==> src/rtl/fp_mul_seq.sv <==
// fp_mul_seq: iterative IEEE-754 binary32 multiplier with valid/ready handshake.
// Round-to-nearest-even only. Subnormals are flushed to zero on input and output.
// A shift-add loop consumes one multiplier bit per cycle, then normalise and round.
module fp_mul_seq #(
    parameter int MUL_BITS = 24
) (
    input  logic        clk,
    input  logic        rst,
    input  logic        in_valid,
    output logic        in_ready,
    input  logic [31:0] a,
    input  logic [31:0] b,
    output logic        out_valid,
    input  logic        out_ready,
    output logic [31:0] result,
    output logic [4:0]  flags
);

    typedef enum logic [2:0] {S_IDLE, S_MUL, S_NORM, S_ROUND, S_DONE} state_t;

    localparam logic [4:0]        LAST_CNT = 5'(MUL_BITS - 1);
    localparam logic signed [9:0] BIAS     = 10'sd127;
    localparam logic [31:0]       QNAN     = 32'h7FC0_0000;

    state_t              state_q, state_d;
    logic                in_ready_q, in_ready_d;
    logic                out_valid_q, out_valid_d;
    logic [31:0]         result_q, result_d;
    logic [4:0]          flags_q, flags_d;
    logic [4:0]          cnt_q, cnt_d;
    logic [47:0]         acc_q, acc_d;
    logic [47:0]         mcand_q, mcand_d;
    logic [23:0]         mplier_q, mplier_d;
    logic                sign_q, sign_d;
    logic signed [9:0]   ea_q, ea_d, eb_q, eb_d;
    logic signed [9:0]   exp_q, exp_d;
    logic [22:0]         mant_q, mant_d;
    logic                guard_q, guard_d;
    logic                sticky_q, sticky_d;
    logic                special_q, special_d;
    logic [31:0]         spec_res_q, spec_res_d;
    logic [4:0]          spec_flags_q, spec_flags_d;

    // Operand classification straight from the input fields
    logic [7:0]  a_exp, b_exp;
    logic [22:0] a_frac, b_frac;
    logic        a_nan, b_nan, a_snan, b_snan, a_inf, b_inf, a_zero, b_zero;
    logic        in_sign;

    assign a_exp   = a[30:23];
    assign b_exp   = b[30:23];
    assign a_frac  = a[22:0];
    assign b_frac  = b[22:0];
    assign a_nan   = (&a_exp) && (|a_frac);
    assign b_nan   = (&b_exp) && (|b_frac);
    assign a_snan  = a_nan && !a_frac[22];
    assign b_snan  = b_nan && !b_frac[22];
    assign a_inf   = (&a_exp) && !(|a_frac);
    assign b_inf   = (&b_exp) && !(|b_frac);
    assign a_zero  = (a_exp == 8'd0);   // zero or subnormal (flushed)
    assign b_zero  = (b_exp == 8'd0);
    assign in_sign = a[31] ^ b[31];

    // Rounding arithmetic on the normalised mantissa
    logic              round_up;
    logic [23:0]       mant_rnd;
    logic signed [9:0] exp_rnd;

    assign round_up = guard_q && (sticky_q || mant_q[0]);
    assign mant_rnd = {1'b0, mant_q} + {23'd0, round_up};
    assign exp_rnd  = exp_q + (mant_rnd[23] ? 10'sd1 : 10'sd0);

    // Next-state and datapath computation for every stage of the sequence
    always_comb begin
        state_d      = state_q;
        in_ready_d   = in_ready_q;
        out_valid_d  = out_valid_q;
        result_d     = result_q;
        flags_d      = flags_q;
        cnt_d        = cnt_q;
        acc_d        = acc_q;
        mcand_d      = mcand_q;
        mplier_d     = mplier_q;
        sign_d       = sign_q;
        ea_d         = ea_q;
        eb_d         = eb_q;
        exp_d        = exp_q;
        mant_d       = mant_q;
        guard_d      = guard_q;
        sticky_d     = sticky_q;
        special_d    = special_q;
        spec_res_d   = spec_res_q;
        spec_flags_d = spec_flags_q;

        unique case (state_q)
            S_IDLE: begin
                if (in_valid) begin
                    in_ready_d   = 1'b0;
                    sign_d       = in_sign;
                    ea_d         = $signed({2'b00, a_exp});
                    eb_d         = $signed({2'b00, b_exp});
                    mcand_d      = {24'd0, 1'b1, a_frac};
                    mplier_d     = {1'b1, b_frac};
                    acc_d        = 48'd0;
                    cnt_d        = 5'd0;
                    special_d    = 1'b1;
                    spec_flags_d = 5'b00000;
                    if (a_nan || b_nan) begin
                        spec_res_d   = QNAN;
                        spec_flags_d = {(a_snan || b_snan), 4'b0000};
                    end else if ((a_inf && b_zero) || (b_inf && a_zero)) begin
                        spec_res_d   = QNAN;
                        spec_flags_d = 5'b10000;
                    end else if (a_inf || b_inf) begin
                        spec_res_d = {in_sign, 8'hFF, 23'd0};
                    end else if (a_zero || b_zero) begin
                        spec_res_d = {in_sign, 31'd0};
                    end else begin
                        special_d  = 1'b0;
                        spec_res_d = 32'd0;
                    end
                    // Specials bypass the arithmetic and only take the output stage
                    state_d = (special_d) ? S_ROUND : S_MUL;
                end
            end
            S_MUL: begin
                acc_d    = acc_q + (mplier_q[0] ? mcand_q : 48'd0);
                mcand_d  = mcand_q << 1;
                mplier_d = mplier_q >> 1;
                if (cnt_q == LAST_CNT) begin
                    cnt_d   = 5'd0;
                    state_d = S_NORM;
                end else begin
                    cnt_d = cnt_q + 5'd1;
                end
            end
            S_NORM: begin
                if (acc_q[47]) begin
                    exp_d    = ea_q + eb_q - BIAS + 10'sd1;
                    mant_d   = acc_q[46:24];
                    guard_d  = acc_q[23];
                    sticky_d = |acc_q[22:0];
                end else begin
                    exp_d    = ea_q + eb_q - BIAS;
                    mant_d   = acc_q[45:23];
                    guard_d  = acc_q[22];
                    sticky_d = |acc_q[21:0];
                end
                state_d = S_ROUND;
            end
            S_ROUND: begin
                out_valid_d = 1'b1;
                state_d     = S_DONE;
                if (special_q) begin
                    result_d = spec_res_q;
                    flags_d  = spec_flags_q;
                end else if (exp_q <= 10'sd0) begin
                    // Underflow is decided on the pre-rounding exponent; no denormals
                    result_d = {sign_q, 31'd0};
                    flags_d  = 5'b00011;
                end else if (exp_rnd >= 10'sd255) begin
                    result_d = {sign_q, 8'hFF, 23'd0};
                    flags_d  = 5'b00101;
                end else begin
                    result_d = {sign_q, exp_rnd[7:0], mant_rnd[22:0]};
                    flags_d  = {4'b0000, (guard_q || sticky_q)};
                end
            end
            S_DONE: begin
                if (out_ready) begin
                    out_valid_d = 1'b0;
                    in_ready_d  = 1'b1;
                    state_d     = S_IDLE;
                end
            end
            default: begin
                state_d     = S_IDLE;
                in_ready_d  = 1'b1;
                out_valid_d = 1'b0;
            end
        endcase
    end

    // State and datapath registers; reset aborts any operation in flight
    always_ff @(posedge clk or posedge rst) begin
        if (rst) begin
            state_q      <= S_IDLE;
            in_ready_q   <= 1'b1;
            out_valid_q  <= 1'b0;
            result_q     <= 32'd0;
            flags_q      <= 5'd0;
            cnt_q        <= 5'd0;
            acc_q        <= 48'd0;
            mcand_q      <= 48'd0;
            mplier_q     <= 24'd0;
            sign_q       <= 1'b0;
            ea_q         <= 10'sd0;
            eb_q         <= 10'sd0;
            exp_q        <= 10'sd0;
            mant_q       <= 23'd0;
            guard_q      <= 1'b0;
            sticky_q     <= 1'b0;
            special_q    <= 1'b0;
            spec_res_q   <= 32'd0;
            spec_flags_q <= 5'd0;
        end else begin
            state_q      <= state_d;
            in_ready_q   <= in_ready_d;
            out_valid_q  <= out_valid_d;
            result_q     <= result_d;
            flags_q      <= flags_d;
            cnt_q        <= cnt_d;
            acc_q        <= acc_d;
            mcand_q      <= mcand_d;
            mplier_q     <= mplier_d;
            sign_q       <= sign_d;
            ea_q         <= ea_d;
            eb_q         <= eb_d;
            exp_q        <= exp_d;
            mant_q       <= mant_d;
            guard_q      <= guard_d;
            sticky_q     <= sticky_d;
            special_q    <= special_d;
            spec_res_q   <= spec_res_d;
            spec_flags_q <= spec_flags_d;
        end
    end

    assign in_ready  = in_ready_q;
    assign out_valid = out_valid_q;
    assign result    = result_q;
    assign flags     = flags_q;

endmodule

==> config.mk <==
export PLATFORM = sky130hd
export DESIGN_NAME = fp_mul_seq
export DESIGN_NICKNAME = d
export VERILOG_FILES = /design/src/rtl/fp_mul_seq.sv
export SDC_FILE = /design/constraint.sdc
export NUM_CORES = 1
export LEC_CHECK = 0
export ABC_AREA = 1
export CAP_MARGIN = 20
export CORE_MARGIN = 5
export CORE_UTILIZATION = 40
export CTS_CLUSTER_DIAMETER = 100
export DETAILED_ROUTE_END_ITERATION = 10
export PLACE_DENSITY = 0.61
export REMOVE_ABC_BUFFERS = 1
export SLEW_MARGIN = 20
export SYNTH_ARGS = -nofsm -noshare
export SYNTH_HDL_FRONTEND = slang
export SYNTH_SLANG_ARGS = --single-unit
==> constraint.sdc <==
create_clock -name clk -period 14.15 [get_ports clk]
set_input_delay 2.1225 -clock clk [delete_from_list [all_inputs] [get_ports clk]]
set_output_delay 2.1225 -clock clk [all_outputs]
set_load 0.01 [all_outputs]
==> summary.txt, run 1 <==
Setup path
  • RR Endpoint: mcand_q[19]$_DFFE_PP0P_
  • CP max stage cell: clkinv_2
  • CP delay by family, top: buffers and inverters
  • CP endpoint kind: register
  • Startpoint Class: input pin
  • Crit-path cells: clkdlybuf4s50_1 -> nand2_2 -> inv_2 -> nor2_2 -> buf_4 -> clkinv_2 -> buf_4 -> o211ai_1 -> o21ai_0
  • CP most frequent cell: buf_4
  • Register-to-register setup slack: 10.25 ns
  • Worst R2R Start: state_q[2]$_DFFE_PP0P_
  • Worst EP required: approximately 15 ns
  • Worst Reg-to-Reg Cells: 8
  • WS Path Type: input pin to register
  • Max Fanout on Critical Path: 92
  • Worst EP arrival: 5.35 ns
  • Worst Path Buf+Inv: 5
  • Largest stage delay on the critical path: 0.62 ns

Run status
  • Outcome: completed

Power
  • Pwr dens: 216 nW/µm²
  • Peak supply drop: around 0.15 mV
  • Leakage: 9.50 nW
  • Final Power: 3.87 mW

Synth
  • Cells after Synth: between 2000 and 2500
  • Register area share after synthesis: 36.1%
  • Complex-gate fraction of the synthesized area: 11.9%
  • Register bit total from synthesis: 223
  • Main synth FF type: dfrtp_1
  • Largest cells by area after synthesis: dfrtp_1 36%, nand2_1 19%, inv_1 10%, nor2_1 5.8%, ha_1 5.4%
  • Mapped cell area: ~15000 µm²
  • Post-Synth Adder-Cell Area: 5.67%
  • Synth area leader: dfrtp_1
  • Cell variety after synth: 52
  • Ys async rst share: 100%
  • Post-synth EDFFs: 0
  • XOR/XNOR share of the synthesized area: 1.18%
  • Largest family of logic cells by synthesized area: simple AND/OR/NAND/NOR gates
  • Post-synth top area share: 35.9%
  • Mux contribution to synthesized area: 0%
  • Yosys warns: 0
  • Syn avg cell area: 6.57 µm²
  • Simple-Gate Fraction of Synth Area: approximately a third

Global routing
  • Largest net degree at the start of global routing: 103
  • GRT met2 Usage: 36.0%
  • Antenna violations before repair: 0
  • Gr ovfl total: 0
  • GR Util met3: 2.41%
  • Number of global-route vias before repair: 13900
  • First-pass GRT wire length: between 70000 and 80000 µm
  • Total track usage: 21.3%
  • GRT met1 Usage: 29.0%
  • Layer with the highest usage: met2

Hold path
  • Hold path depth: 2
  • Worst Hold Class: register to register
  • Hold_sp: result[1]$_DFFE_PP0P_
  • Worst Hold End: result[1]$_DFFE_PP0P_

Floorplan
  • Initial Utilization: roughly 40%
  • Die Wd: between 200 and 250 µm
  • Row cnt: slightly above 70
  • Die area: 42700 µm²
  • Core area: 38500 µm²
  • Die Ht: around 210 µm
  • Top Ports: 107

Placed design
  • IO Port Bufs: 105
  • Gpl congestion: 0.935
  • Pre-CTS WS: 8.65 ns
  • DP HPWL: 35600 µm

Flow run
  • # Max-Cap Violations: 0

Detailed routing
  • Vias post-DR: around 15000
  • Remaining DRCs: 0
  • DR WL/cell: between 15 and 20 µm
  • Drt total wl: 45700 µm
  • Starting DRT DRC Count: 909
  • ANT nets after route: 0
  • DR pass1 iterations: 5
  • Vias/cell: 4.94

Clock tree
  • CTS buffer count: 27
  • Clock Path Buffers: 3
  • Cts hold-fix bufs: 0
  • Worst-skew pair later-pin latency: 0.58 ns
  • TritonCTS clock tree: built
  • Post-CTS Setup Bufs: 0
  • Worst-path clk slew: roughly 0.06 ns
  • Root Buffer: clkbuf_16
  • CTS H-tree depth: 1
  • PostCTS Resize Cnt: 0
  • Clock sinks: 223

Timing
  • Min cycle time layout: 4.94 ns
  • Fmax: 202 MHz
  • Hold Vio Cnt, Final: 0
  • TNS Setup: 0 ns
  • Post-route setup slack: 9.21 ns
  • Least-Margin Pin Slew: 1.10 ns
  • Fin. max-slew vios: 0
  • Clock Skews: between 0.01 and 0.015 ns
  • RSZ-0062 raised after global routing: false
  • Final setup fails: 0
  • Relative slew slack: 26.2%
  • Period utilization: 34.9%
  • Hold Slack: 0.476 ns

Cells and area
  • Nets: ~2600
  • Most frequent cells in the layout: 792 x nand2_1, 415 x inv_1, 238 x nor2_1
  • Ant. Diodes: 0
  • Area Overhead vs Synth: 15.6%
  • Share of layout cells above drive strength 1: 4.56%
  • Most common cell after layout, fill and taps aside: nand2_1
  • Fillcell total: between 4000 and 5000
==> worst max path at each step <==
stage	start	slack (ns)	depth (start not counted)	endpoint
detailed placement	in_valid	8.65	9	mcand_q[19]$_DFFE_PP0P_
global placement	in_valid	8.74	9	mcand_q[6]$_DFFE_PP0P_
floorplan	state_q[2]$_DFFE_PP0P_	4.29	5	mcand_q[10]$_DFFE_PP0P_
CTS	in_valid	9.25	9	mcand_q[19]$_DFFE_PP0P_
global route	in_valid	8.92	9	mcand_q[6]$_DFFE_PP0P_
finish	in_valid	9.21	9	mcand_q[19]$_DFFE_PP0P_
==> flip-flops by register name (all words and copies together) (netlist names) <==
signal        cells
acc_q            48
mcand_q          48
result           32
mplier_q         24
mant_q           23
exp_q            10
ea_q              8
eb_q              8
cnt_q             5
flags             4
spec_res_q        3
state_q           3
guard_q           1
in_ready          1
out_valid         1
sign_q            1
spec_flags_q      1
special_q         1
sticky_q          1
==> worst min-delay path, cell delays in order, from the launching register on <==
cell,delay (ns)
dfrtp_1,0.34
nand2_1,0.05
nand2_1,0.05
==> cell families after synthesis <==
group                      Yosys count
DFF                                223
and+or+nand+nor                   1237
AOI/OAI and AO/OA                  309
adders and majority gates           69
other                                1
buffers and inverters              496
xor gates and xnor gates            20
==> through the flow <==
step / instance area [µm²] / util, % / std cells
finish: 17900 / 46.5 / 2975
global placement: 17000 / 44.1 / 2925
floorplan: 15200 / - / 2290
detailed placement: 17000 / 44.1 / 2925
CTS: 17900 / 46.5 / 2975
global route: 17900 / 46.5 / 2975
==> power breakdown <==
group          total [mW]  switching [mW]  internal [mW]  leakage (nW)
Clock               0.722           0.297          0.426         0.453
Combinational        2.02            1.32          0.700          6.19
Sequential           1.12           0.207          0.918          2.86
==> cells in the mapped netlist (all sizes together) (3+ instances only) <==
master / count
clkbuf: 33
a21oi: 55
o21a: 3
o21ai: 129
xnor2: 6
a21boi: 3
ha: 67
o21bai: 6
o22ai: 30
buf: 32
o211ai: 28
nand4: 46
nor3: 27
inv: 429
and2: 4
nor2: 245
xor2: 14
dfrtp: 222
nand3: 102
o31ai: 19
nand3b: 7
a31oi: 25
nand2: 801
o32ai: 4
==> final cells by class <==
cell class / instances / area (µm²) / area share, %
repair buffers: 117 / 1140 / 6.37
clock buffers: 37 / 783 / 4.38
flip-flops and latches: 223 / 5580 / 31.2
clock inverters: 13 / 141 / 0.790
well taps: 518 / 648 / 3.62
inverters: 431 / 1630 / 9.12
multi-input cells: 1636 / 7970 / 44.5
==> routing by layer <==
metal / part of all wire (%) / vias to the layer above
li1: - / 7550
met5: 0 / -
met1: 46 / 6788
met4: 3.4 / 0
met3: 4.4 / 61
met2: 47 / 308
No activity file was read; power rests on OpenSTA's default activity.
==> run 2: changes to the inputs <==
PLACE_DENSITY = 0.63   (was 0.61)
clock period = 4.3 ns   (was 14.15 ns; I/O delays follow)
==> summary.txt, run 2 (synthesized netlist as in run 1, its figures left out) <==
Setup path
  • WS Path Type: register to register
  • CP endpoint kind: register
  • Worst EP arrival: 3.62 ns
  • Startpoint Class: register
  • Max Fanout on Critical Path: 16
  • Worst EP required: 4.75 ns

Timing
  • Post-route setup slack: 1.13 ns
  • Clock Skews: 0.0104 ns
  • Min cycle time layout: 3.17 ns
  • Hold Slack: 0.466 ns
  • Fmax: 316 MHz
  • Fin. max-slew vios: 0
  • Relative slew slack: 46.8%
  • Hold Vio Cnt, Final: 0
  • Period utilization: 73.6%
  • Least-Margin Pin Slew: 0.798 ns
  • Final setup fails: 0
  • RSZ-0062 raised after global routing: false

Placed design
  • DP HPWL: 36500 µm
  • IO Port Bufs: 105
  • Pre-CTS WS: 1.12 ns
  • Gpl congestion: roughly 0.98

Detailed routing
  • ANT nets after route: 0
  • Drt total wl: 46200 µm
  • DR WL/cell: 15.5 µm
  • Remaining DRCs: 0
  • Starting DRT DRC Count: 888
  • DR pass1 iterations: 5
  • Vias post-DR: 14700
  • Vias/cell: 4.93

Floorplan
  • Core area: 38500 µm²
  • Top Ports: about 110
  • Die area: 42700 µm²
  • Initial Utilization: 40.2%
  • Die Ht: 207 µm
  • Die Wd: 207 µm
  • Row cnt: ~70

Global routing
  • Total track usage: 21.6%
  • Antenna violations before repair: 0
  • First-pass GRT wire length: about 75000 µm
  • Largest net degree at the start of global routing: ~110
  • Gr ovfl total: 0
  • Number of global-route vias before repair: 14200

Cells and area
  • Nets: about 2600
  • Most common cell after layout, fill and taps aside: nand2_1
  • Most frequent cells in the layout: 792 x nand2_1, 415 x inv_1, 238 x nor2_1
  • Ant. Diodes: 0
  • Final Util: 46.6%
  • Fillcell total: 4135
  • Share of layout cells above drive strength 1: 4.67%
  • Area Overhead vs Synth: 15.9%

Clock tree
  • Clock Path Buffers: 3
  • Post-CTS Setup Bufs: 0
  • Worst-skew pair later-pin latency: 0.56 ns
  • CTS buffer count: 27
  • Root Buffer: clkbuf_16
  • Cts hold-fix bufs: 0
  • Worst-path clk slew: 0.06 ns
  • TritonCTS clock tree: built
  • CTS H-tree depth: 1
  • Clock sinks: 223
  • PostCTS Resize Cnt: 0

Hold path
  • Worst Hold Class: register to register

Power
  • Pwr dens: 711 nW/µm²
  • Final Power: 12.8 mW
  • Peak supply drop: 0.449 mV
  • Leakage: 9.53 nW

Run status
  • Outcome: completed

Flow run
  • # Max-Cap Violations: 0
[run 2: worst paths after layout]
kind,from,to,cells after the start,slack (ns)
max in group asynchronous,rst,in_ready$_DFFE_PP1P_,3,2.71
min,in_ready$_DFFE_PP1P_,in_ready$_DFFE_PP1P_,2,0.47
max reg2reg,mant_q[4]$_DFFE_PP0P_,result[17]$_DFFE_PP0P_,22,1.13
min in group asynchronous,rst,result[7]$_DFFE_PP0P_,2,0.63
min reg2reg,in_ready$_DFFE_PP1P_,in_ready$_DFFE_PP1P_,2,0.47
max,mant_q[4]$_DFFE_PP0P_,result[17]$_DFFE_PP0P_,22,1.13
[run 2: metrics by stage]
step           std cells  setup TNS (ns)  area (µm²)
3_3_place_gp        2935               0       17100
2_1_floorplan       2290        -1175.81       15200
4_1_cts             2982               0       17900
5_1_grt             2982               0       17900
6_report            2982               0       17900
3_5_place_dp        2935               0       17100
[run 2: worst max-delay path, cell delays in order, from the launching register on]
cell	delay [ns]
dfrtp_1	0.40
nand2_1	0.11
nor2_1	0.09
nand4_1	0.12
nor3_1	0.28
nand4_1	0.16
nor2_1	0.18
nand4_1	0.12
nor2_1	0.16
ha_1	0.25
nand2_2	0.10
nor2_2	0.13
nand2_2	0.09
nand2_1	0.09
nand2_1	0.05
nor2_1	0.09
nand2_1	0.07
nand2_2	0.07
nand2_4	0.08
nand2_4	0.21
inv_2	0.07
nand3b_1	0.08
nand2_1	0.05
[run 2: layout make-up]
class	count	area (µm²)	share of cell area, %
flip-flops and latches	223	5580	31.1
well taps	518	648	3.61
clock inverters	8	82.6	0.460
repair buffers	127	1250	6.99
multi-input cells	1636	7970	44.4
clock buffers	39	771	4.30
inverters	431	1630	9.09
[run 2: report_power, final]
group          leakage (nW)  internal [mW]  switching (mW)  total (mW)
registers              2.86           3.02           0.730        3.75
clock network         0.421           1.30           0.914        2.21
logic                  6.26           2.38            4.41        6.80
[run 2: metal layers]
layer  GRT usage (%)  vias up  part of all wire (%)
met3            2.11       67                   3.6
met4            5.57        0                   2.8
li1                -     7568                     -
met1            29.7     6812                    46
met5               0        -                     0
met2            36.8      264                    47
==> run 3: changes to the inputs <==
PLACE_DENSITY = 0.61   (was 0.63)
clock period = 3.3 ns   (was 4.3 ns; I/O delays follow)
==> summary.txt, run 3 (synthesized netlist as in run 1, its figures left out) <==
Flow run
  • # Max-Cap Violations: 0

Setup path
  • Startpoint Class: register
  • Worst Reg-to-Reg Cells: 21
  • Max Fanout on Critical Path: 9
  • Worst EP arrival: 3.54 ns
  • Worst EP required: 3.73 ns
  • CP endpoint kind: register
  • WS Path Type: register to register

Timing
  • Hold Vio Cnt, Final: 0
  • Post-route setup slack: 0.190 ns
  • Period utilization: 94.2%
  • Min cycle time layout: between 3 and 4 ns
  • Final setup fails: 0
  • Least-Margin Pin Slew: 1.07 ns
  • Relative slew slack: 28.7%
  • TNS Setup: 0 ns
  • Fin. max-slew vios: 0
  • Fmax: roughly 320 MHz
  • Clock Skews: 0.0153 ns

Power
  • Peak supply drop: 0.555 mV
  • Leakage: about 9.6 nW
  • Pwr dens: 915 nW/µm²

Floorplan
  • Top Ports: roughly 110
  • Die Ht: 207 µm
  • Core area: 38500 µm²
  • Initial Utilization: between 40% and 50%
  • Die Wd: between 200 and 250 µm
  • Die area: approximately 43000 µm²
  • Row cnt: between 70 and 80

Placed design
  • DP HPWL: ~37000 µm
  • Gpl congestion: between 0.9 and 1
  • Pre-CTS WS: 0.0936 ns
  • IO Port Bufs: about 110

Detailed routing
  • Vias/cell: 4.85
  • Remaining DRCs: 0
  • Vias post-DR: between 10000 and 15000
  • Drt total wl: 46600 µm
  • DR pass1 iterations: 6
  • DR WL/cell: 15.6 µm
  • ANT nets after route: 0
  • Starting DRT DRC Count: 895

Cells and area
  • Ant. Diodes: 0
  • Area Overhead vs Synth: 16.9%
  • Most frequent cells in the layout: 790 x nand2_1, 415 x inv_1, 235 x nor2_1
  • Share of layout cells above drive strength 1: 5.43%
  • Fillcell total: roughly 4000
  • Most common cell after layout, fill and taps aside: nand2_1
  • Nets: 2586

Global routing
  • Gr ovfl total: 0
  • Total track usage: 21.8%
  • Number of global-route vias before repair: 14000
  • Largest net degree at the start of global routing: around 130
  • First-pass GRT wire length: 74300 µm
  • Antenna violations before repair: 0

Clock tree
  • CTS buffer count: 26
  • CTS H-tree depth: 1
  • Clock sinks: around 220
  • Clock Path Buffers: 3
  • Root Buffer: clkbuf_16
  • Worst-path clk slew: 0.06 ns
  • TritonCTS clock tree: built
  • Cts hold-fix bufs: 0
  • Worst-skew pair later-pin latency: 0.55 ns

Hold path
  • Worst Hold Class: input pin to asynchronous set/reset pin

Run status
  • Outcome: completed
[run 3: cell types whose count changed in the layout (fill, tap and decap cells not counted), moves of 3 or more]
cell,change
clkbuf_8,+7
o21ai_0,-3
clkbuf_1,-6
nor2_1,-3
[run 3: area by class of cell]
class / count / area, µm² / share of cell area, %
multi-input combinational: 1636 / 8050 / 44.5
sequential: 223 / 5580 / 30.9
inverter: 431 / 1630 / 9.02
timing repair buffer: 131 / 1310 / 7.23
clock buffer: 39 / 820 / 4.53
tap: 518 / 648 / 3.58
clock inverter: 8 / 57.6 / 0.318
[run 3: repair_timing]
action	4_1_cts	5_1_grt
resized for setup	0	18
buffers inserted	0	5
endpoints found under the hold margin	0	0
endpoints found under the setup margin	0	33
[run 3: stage by stage]
step	total power [mW]	hold slack [ns]	area [µm²]	utilization, %	instances
floorplan	10.4	0.442	15200	-	2290
CTS	16.7	0.373	18000	46.7	2981
detailed placement	13.7	0.458	17100	44.5	2934
finish	16.6	0.368	18100	47.0	2986
global placement	13.6	0.454	17100	44.5	2934
global route	18.2	0.399	18100	47.0	2986
[run 3: routing by layer]
metal	up-vias	track usage, %	routed length [µm]
met5	-	0	0
li1	7575	-	-
met4	0	7.08	1720
met3	70	2.19	1670
met2	244	36.8	22000
met1	6603	29.6	21200
[run 3: path summary, 6_finish.rpt]
path                                  startpoint                    end  slack (ns)
max                        mant_q[4]$_DFFE_PP0P_  result[5]$_DFFE_PP0P_        0.19
min                                          rst  result[8]$_DFFE_PP0P_        0.37
max reg2reg                mant_q[4]$_DFFE_PP0P_  result[5]$_DFFE_PP0P_        0.19
min reg2reg                 in_ready$_DFFE_PP1P_   in_ready$_DFFE_PP1P_        0.47
max in group asynchronous                    rst  acc_q[38]$_DFFE_PP0P_        2.17
min in group clk            in_ready$_DFFE_PP1P_   in_ready$_DFFE_PP1P_        0.47
[run 3: where the power goes]
part           switching, mW  internal [mW]
sequential             0.907           3.93
combinational           5.72           3.09
clock                   1.19           1.71
total                   7.81           8.74
[run 3: worst max-delay path, cell delays in order, from the launching register on]
cell	delay (ns)
dfrtp_1	0.40
nand2_2	0.09
nor2_1	0.09
nand4_1	0.18
nor3_2	0.30
nand4_1	0.17
nor2_2	0.16
nand4_1	0.16
nor2_4	0.20
ha_4	0.17
nand2_2	0.08
nor2_4	0.11
nand2_2	0.08
nand2_1	0.09
nand2_1	0.05
nor2_1	0.09
nand2_1	0.07
nand2_2	0.07
nand2_4	0.10
nand2_8	0.11
buf_12	0.14
o21ai_2	0.05
